$ cat src/rtl/hazard_stall_unit_if.sv
// ID-stage hazard/clear-control bundle between the pipeline and the hazard stall unit.
// With HAZARD_STATS_EN defined, the bundle also carries stall_cycles and flush_count.
interface hazard_stall_unit_if #(
    parameter int unsigned REG_W = 5
);
    logic [31:0]      id_instru;
    logic             idex_MemRead;
    logic             idex_RegWrite;
    logic [REG_W-1:0] idex_dst;
    logic             exmem_MemRead;
    logic [REG_W-1:0] exmem_dst;
    logic             id_branch_taken;
    logic             c_clearControl;
    logic             pc_write;
    logic             ifid_write;
    logic             if_flush;
    logic             stalling;
`ifdef HAZARD_STATS_EN
    logic [31:0]      stall_cycles;
    logic [31:0]      flush_count;

    // Hazard unit side: consumes pipeline status, drives stall/flush controls and counters
    modport master (
        input  id_instru, idex_MemRead, idex_RegWrite, idex_dst,
               exmem_MemRead, exmem_dst, id_branch_taken,
        output c_clearControl, pc_write, ifid_write, if_flush, stalling,
               stall_cycles, flush_count
    );

    // Pipeline side: supplies status, obeys controls
    modport slave (
        output id_instru, idex_MemRead, idex_RegWrite, idex_dst,
               exmem_MemRead, exmem_dst, id_branch_taken,
        input  c_clearControl, pc_write, ifid_write, if_flush, stalling,
               stall_cycles, flush_count
    );
`else
    // Hazard unit side: consumes pipeline status, drives stall/flush controls
    modport master (
        input  id_instru, idex_MemRead, idex_RegWrite, idex_dst,
               exmem_MemRead, exmem_dst, id_branch_taken,
        output c_clearControl, pc_write, ifid_write, if_flush, stalling
    );

    // Pipeline side: supplies status, obeys controls
    modport slave (
        output id_instru, idex_MemRead, idex_RegWrite, idex_dst,
               exmem_MemRead, exmem_dst, id_branch_taken,
        input  c_clearControl, pc_write, ifid_write, if_flush, stalling
    );
`endif
endinterface

$ cat src/rtl/hazard_stall_unit.sv
// Load-use / branch-operand hazard detection and stall sequencing for the ID stage.
// Branches resolve in ID, so their operands must be final before they leave ID.
// Optional macro HAZARD_STATS_EN adds stall_cycles / flush_count counters.
module hazard_stall_unit #(
    parameter int unsigned REG_W        = 5,
    parameter int unsigned LW_BR_STALL  = 2,
    parameter int unsigned ALU_BR_STALL = 1
) (
    input  logic                 clk,
    input  logic                 rst,
    hazard_stall_unit_if.master  hz
);
    localparam int unsigned CNT_W = 2;
    localparam int unsigned LEN_W = 3;
    localparam logic [LEN_W-1:0] LW_BR_N  = LEN_W'(LW_BR_STALL);
    localparam logic [LEN_W-1:0] ALU_BR_N = LEN_W'(ALU_BR_STALL);

    localparam logic [5:0] OP_RTYPE = 6'b000000;
    localparam logic [5:0] OP_ADDI  = 6'b001000;
    localparam logic [5:0] OP_ANDI  = 6'b001100;
    localparam logic [5:0] OP_LW    = 6'b100011;
    localparam logic [5:0] OP_SW    = 6'b101011;
    localparam logic [5:0] OP_BEQ   = 6'b000100;
    localparam logic [5:0] OP_BNE   = 6'b000101;
    localparam logic [5:0] OP_J     = 6'b000010;

    typedef enum logic {RUN, STALL} state_t;

    state_t           state;
    logic [CNT_W-1:0] cnt;

    logic [5:0]       opcode;
    logic [REG_W-1:0] rs;
    logic [REG_W-1:0] rt;
    logic [REG_W-1:0] idex_dst;
    logic [REG_W-1:0] exmem_dst;
    logic             reads_rs;
    logic             reads_rt;
    logic             is_branch;
    logic             is_jump;
    logic             ex_match;
    logic             mem_match;
    logic             haz_bl;
    logic             haz_ba;
    logic             haz_bm;
    logic             haz_lu;
    logic [LEN_W-1:0] hz_len;

    logic             c_clear;
    logic             pc_we;
    logic             ifid_we;
    logic             flush;
    logic             unused_ok;

    assign opcode    = hz.id_instru[31:26];
    assign rs        = REG_W'(hz.id_instru[25:21]);
    assign rt        = REG_W'(hz.id_instru[20:16]);
    assign idex_dst  = hz.idex_dst;
    assign exmem_dst = hz.exmem_dst;
    assign unused_ok = ^hz.id_instru[15:0];

    // Decode which source registers the ID instruction actually reads
    always_comb begin
        reads_rs  = 1'b0;
        reads_rt  = 1'b0;
        is_branch = (opcode == OP_BEQ) || (opcode == OP_BNE);
        is_jump   = (opcode == OP_J);
        case (opcode)
            OP_RTYPE, OP_SW, OP_BEQ, OP_BNE: begin
                reads_rs = 1'b1;
                reads_rt = 1'b1;
            end
            OP_ADDI, OP_ANDI, OP_LW: reads_rs = 1'b1;
            default: ;
        endcase
    end

    // Register 0 is hardwired, so a write to it is never a dependency
    assign ex_match  = (idex_dst != '0) &&
                       ((reads_rs && (rs == idex_dst)) || (reads_rt && (rt == idex_dst)));
    assign mem_match = (exmem_dst != '0) &&
                       ((reads_rs && (rs == exmem_dst)) || (reads_rt && (rt == exmem_dst)));

    assign haz_bl = is_branch && hz.idex_MemRead && ex_match;
    assign haz_ba = is_branch && hz.idex_RegWrite && !hz.idex_MemRead && ex_match;
    assign haz_bm = is_branch && hz.exmem_MemRead && mem_match;
    assign haz_lu = !is_branch && hz.idex_MemRead && ex_match;

    // Highest-priority hazard class picks the stall length; zero means no hazard
    always_comb begin
        hz_len = '0;
        if (haz_bl) begin
            hz_len = LW_BR_N;
        end else if (haz_ba || haz_bm) begin
            hz_len = ALU_BR_N;
        end else if (haz_lu) begin
            hz_len = LEN_W'(1);
        end
    end

    // State and remaining-stall counter; single-cycle stalls stay in RUN and re-evaluate
    always_ff @(posedge clk) begin
        if (rst) begin
            state <= RUN;
            cnt   <= '0;
        end else begin
            case (state)
                RUN: begin
                    if (hz_len > LEN_W'(1)) begin
                        state <= STALL;
                        cnt   <= CNT_W'(hz_len - LEN_W'(1));
                    end
                end
                STALL: begin
                    if (cnt <= CNT_W'(1)) begin
                        state <= RUN;
                        cnt   <= '0;
                    end else begin
                        cnt <= cnt - CNT_W'(1);
                    end
                end
                default: begin
                    state <= RUN;
                    cnt   <= '0;
                end
            endcase
        end
    end

    // Stall/flush controls; a stalled branch or jump flushes only once released
    always_comb begin
        c_clear = 1'b0;
        pc_we   = 1'b1;
        ifid_we = 1'b1;
        flush   = 1'b0;
        if (rst) begin
            c_clear = 1'b1;
            pc_we   = 1'b0;
            ifid_we = 1'b0;
            flush   = 1'b1;
        end else if ((state == STALL) || (hz_len != '0)) begin
            c_clear = 1'b1;
            pc_we   = 1'b0;
            ifid_we = 1'b0;
        end else begin
            flush = hz.id_branch_taken || is_jump;
        end
    end

    assign hz.c_clearControl = c_clear;
    assign hz.pc_write       = pc_we;
    assign hz.ifid_write     = ifid_we;
    assign hz.if_flush       = flush;
    assign hz.stalling       = (state == STALL) && !rst;

`ifdef HAZARD_STATS_EN
    logic [31:0] stall_cycles_q;
    logic [31:0] flush_count_q;

    // Free-running stall and flush event counters, wrapping at 2^32
    always_ff @(posedge clk) begin
        if (rst) begin
            stall_cycles_q <= '0;
            flush_count_q  <= '0;
        end else begin
            if (!pc_we) begin
                stall_cycles_q <= stall_cycles_q + 32'd1;
            end
            if (flush) begin
                flush_count_q <= flush_count_q + 32'd1;
            end
        end
    end

    assign hz.stall_cycles = stall_cycles_q;
    assign hz.flush_count  = flush_count_q;
`endif

endmodule

$ cat src/flat_wrapper.sv
// flat-port wrapper written by rule: the top's interface ports become plain ports
module hazard_stall_unit_flat 
#(
    parameter int unsigned REG_W        = 5,
    parameter int unsigned LW_BR_STALL  = 2,
    parameter int unsigned ALU_BR_STALL = 1
)
  (clk, rst, hz_id_instru, hz_idex_MemRead, hz_idex_RegWrite, hz_idex_dst, hz_exmem_MemRead, hz_exmem_dst, hz_id_branch_taken, hz_c_clearControl, hz_pc_write, hz_ifid_write, hz_if_flush, hz_stalling);
  hazard_stall_unit_if #(.REG_W(REG_W)) hz_i ();
  input  logic clk;
  input  logic rst;
  input wire logic [$bits(hz_i.id_instru)-1:0] hz_id_instru;
  input wire logic [$bits(hz_i.idex_MemRead)-1:0] hz_idex_MemRead;
  input wire logic [$bits(hz_i.idex_RegWrite)-1:0] hz_idex_RegWrite;
  input wire logic [$bits(hz_i.idex_dst)-1:0] hz_idex_dst;
  input wire logic [$bits(hz_i.exmem_MemRead)-1:0] hz_exmem_MemRead;
  input wire logic [$bits(hz_i.exmem_dst)-1:0] hz_exmem_dst;
  input wire logic [$bits(hz_i.id_branch_taken)-1:0] hz_id_branch_taken;
  output wire logic [$bits(hz_i.c_clearControl)-1:0] hz_c_clearControl;
  output wire logic [$bits(hz_i.pc_write)-1:0] hz_pc_write;
  output wire logic [$bits(hz_i.ifid_write)-1:0] hz_ifid_write;
  output wire logic [$bits(hz_i.if_flush)-1:0] hz_if_flush;
  output wire logic [$bits(hz_i.stalling)-1:0] hz_stalling;
  assign hz_i.id_instru = hz_id_instru;
  assign hz_i.idex_MemRead = hz_idex_MemRead;
  assign hz_i.idex_RegWrite = hz_idex_RegWrite;
  assign hz_i.idex_dst = hz_idex_dst;
  assign hz_i.exmem_MemRead = hz_exmem_MemRead;
  assign hz_i.exmem_dst = hz_exmem_dst;
  assign hz_i.id_branch_taken = hz_id_branch_taken;
  assign hz_c_clearControl = hz_i.c_clearControl;
  assign hz_pc_write = hz_i.pc_write;
  assign hz_ifid_write = hz_i.ifid_write;
  assign hz_if_flush = hz_i.if_flush;
  assign hz_stalling = hz_i.stalling;
  hazard_stall_unit #(.REG_W(REG_W), .LW_BR_STALL(LW_BR_STALL), .ALU_BR_STALL(ALU_BR_STALL)) u_core (.clk(clk), .rst(rst), .hz(hz_i));
endmodule
$ cat config.mk
export PLATFORM = sky130hd
export DESIGN_NAME = hazard_stall_unit_flat
export DESIGN_NICKNAME = d
export VERILOG_FILES = /design/src/rtl/hazard_stall_unit_if.sv /design/src/rtl/hazard_stall_unit.sv /design/src/flat_wrapper.sv
export SDC_FILE = /design/constraint.sdc
export NUM_CORES = 1
export LEC_CHECK = 0
export CAP_MARGIN = 20
export CORE_MARGIN = 2
export CORE_UTILIZATION = 25
export CTS_CLUSTER_SIZE = 12
export DETAILED_ROUTE_END_ITERATION = 10
export GPL_TIMING_DRIVEN = 1
export MAX_ROUTING_LAYER = met4
export PLACE_DENSITY = 0.75
export SLEW_MARGIN = 20
export SYNTH_ARGS = -nofsm -noshare
export SYNTH_HDL_FRONTEND = slang
export SYNTH_SLANG_ARGS = --single-unit
$ cat constraint.sdc
create_clock -name clk -period 2.3 [get_ports clk]
set_clock_uncertainty 0.05 [all_clocks]
set_input_delay 0.46 -clock clk [delete_from_list [all_inputs] [get_ports clk]]
set_output_delay 0.46 -clock clk [all_outputs]
set_load 0.01 [all_outputs]
==> results.json <==
{
  "status": "finished, violations left",
  "violations": "negative setup slack",
  "n_antenna_cell": 0,
  "start_util": 0.2604,
  "globalRouteOverflowTotal": 0,
  "pwr-share-seq": 0.169,
  "leakage_uw": 0.0005149,
  "die-area_um2": 2376,
  "cts_tree": "done",
  "max-cap-violations": 0,
  "power.internal_uw": 215.3,
  "num_io_pins": 53,
  "yosysSeqAreaShare": 0.1200,
  "cpMaxStageDelayCell": "or4_4",
  "finalNetCount": 181,
  "holdBufCountCts": 0,
  "cp-end-kind": "primary output",
  "hpwl_mm": 1.570,
  "grt_use_total": 0.1768,
  "peakVddDrop_uv": 256.6,
  "synthesis.nets": 113,
  "whs_ps": 429.4,
  "drt_wl_total_mm": 1.937,
  "post-route-min-period_ps": 2518,
  "root_buffer": "clkbuf_4",
  "p_sw_frac": 0.3051,
  "finalCritPeriodShare": 1.095,
  "routedWlPerCell_um": 12.18,
  "cp_cell_sequence": "buf_6 -> xnor2_2 -> nand4_1 -> or4_4 -> a211oi_4 -> buf_4 -> o41ai_2 -> buf_2",
  "yosys-top-cells-area": "xnor2_1 (18%), xor2_1 (18%), dfxtp_1 (12%)",
  "finalMaxSlewViolations": 0,
  "startpoint_type": "input port",
  "pwr-share-comb": 0.523,
  "fp-row-count": 16,
  "timing.setup.critical_path_class": "in -> out",
  "synth.avg_cell_area_um2": 7.700,
  "critical_path_arrival_ps": 2010,
  "numCtsBuffers": 3,
  "synth_cell_type_count": 28,
  "gp_congestion": 0.8262,
  "synth_top_cell_area_share": 0.1750,
  "synth_ff_type": "dfxtp_1",
  "async_flop_share": 0,
  "grt_pass1_vias": 804,
  "synth_top_area_cell": "xnor2_1",
  "synth_seq_cells": 3,
  "grt_pass1_wl_mm": 3.263,
  "syn_inst": 65,
  "cp_max_fo": 3,
  "fp.dieW_um": 48.74,
  "viasPerCell": 4.654,
  "p_per_area_nw_per_um2": 269.1,
  "core-area_um2": 1922,
  "place_ws_ps": -987.1,
  "io_buffers": 36,
  "drive_above_1_share": 0.5152,
  "slowest_delay_ps": 570,
  "rsz0062_at_grt": "yes",
  "clk_latency_ps": 240,
  "max_freq_mhz": 397.1,
  "yosysWarnings": 0,
  "via_count": 740,
  "max_slew.worst_pin.slew_ps": 340.1,
  "synth_edf_count": 0,
  "syn_area_um2": 500.5,
  "clock_sinks": 3,
  "syn_to_final_growth_pct": 130.0,
  "grt_max_degree": 8,
  "htreeDepth": 1,
  "antenna_found_initial": 0,
  "p_switching_uw": 94.52,
  "drt_iter0_drc": 0,
  "required_ps": 1790,
  "dieHeight_um": 48.74,
  "drc": 0,
  "path_clk_slew_ps": 40,
  "firstDrtPassIters": 1,
  "hold_class": "reg -> reg",
  "timing.final.ws_setup_ps": -218.1,
  "slew-limit-headroom": 0.7718,
  "drtAntennaViolNets": 0,
  "setup_violations": 4,
  "clk_path_buf_depth": 2,
  "hold_viol": 0,
  "clockPowerShare": 0.308
}
layout make-up:
class | instances | area (um^2)
Inverter | 2 | 7.507
Fill cell | 167 | 770.7
Multi-Input combinational cell | 59 | 515.5
Tap cell | 27 | 33.78
Clock buffer | 4 | 26.28
Timing Repair Buffer | 64 | 508.0
Sequential cell | 3 | 60.06
worst paths after layout:
| path | slack (ps) | depth (start not counted) | to | startpoint |
|---|---|---|---|---|
| min | 430 | 2 | u_core.state | u_core.cnt[1] |
| max | -220 | 8 | hz_if_flush | hz_idex_dst[2] |
| max reg2reg | 1260 | 2 | u_core.cnt[1] | u_core.state |
| min reg2reg | 430 | 2 | u_core.state | u_core.cnt[1] |
layout by cell type (no fill, tap or decap), types with 2 or more instances in the layout:
| master | instances |
|---|---|
| xnor2_2 | 4 |
| dlymetal6s2s_1 | 2 |
| or4_4 | 2 |
| xnor2_1 | 6 |
| a31oi_1 | 2 |
| dlygate4sd2_1 | 6 |
| inv_1 | 2 |
| clkdlybuf4s50_1 | 6 |
| buf_2 | 12 |
| buf_6 | 8 |
| nor3_1 | 4 |
| clkbuf_4 | 3 |
| nor2_1 | 2 |
| nand3_1 | 3 |
| nor3_2 | 2 |
| nand2_1 | 2 |
| buf_4 | 28 |
| a21oi_1 | 3 |
| xor2_1 | 10 |
| dfxtp_1 | 3 |
| clkbuf_2 | 2 |
metal layers:
metal / GRT usage / vias to the layer above / wire [um]
li1: - / 376 / -
met2: 0.3402 / 21 / 1147
met3: 0.02160 / 2 / 81
met5: - / - / 0
met1: 0.1746 / 341 / 690
met4: 0.08095 / 0 / 18
logic make-up (layout without fill, tap and decap cells):
group	count (synthesis)	in the layout	synth area share
xor+xnor	20	20	0.3500
compound gates	14	14	0.2000
buf+inv	3	70	0.03001
simple gates	25	25	0.3001
flops	3	3	0.1200
sequential cells by signal, indices dropped and copies added, names as in the netlist:
name	flops
u_core.cnt	2
u_core.state	1
power by group through the flow:
stage                     Sequential (uW)  Clock, uW  Combinational (uW)
after CTS                            52.3        102                 160
after detailed placement             53.1          0                 162
final                                52.3       95.4                 162
after global placement               53.1          0                 159
after global routing                 52.2        105                 175
after floorplan                      53.1          0                47.4
synth_stat cells, types with 2 or more instances:
library cell  number
a211oi_1           2
a21oi_1            4
a31oi_1            2
dfxtp_1            3
inv_1              2
nand2_1            2
nand3_1            4
nor2_1             2
nor3_1             6
or4_1              2
xnor2_1           10
xor2_1            10
critical path: cells and delay by family:
family	cells	cell delay [ps]
AOI/OAI and AO/OA	2	310
buffers and inverters	3	400
xor gates and xnor gates	1	140
and+or+nand+nor	2	700
repair_timing:
item,4_1_cts,5_1_grt
gates cloned,0,0
endpoints found under the setup margin,6,4
buffers inserted,2,1
resized for setup,109,7
pin swaps,14,5
stage by stage:
step | util | instances | instance area, um^2 | total power (uW) | setup TNS [ps]
after floorplan | - | 65 | 519.2 | 100.5 | -3.712
after global placement | 0.5690 | 152 | 1094 | 212.4 | -4125
after detailed placement | 0.5690 | 152 | 1094 | 215.0 | -4667
after CTS | 0.5885 | 158 | 1131 | 314.3 | -784.7
after global routing | 0.5990 | 159 | 1151 | 331.7 | -1054
final | 0.5990 | 159 | 1151 | 309.8 | -775.3
(Power assumes the default switching activity.)
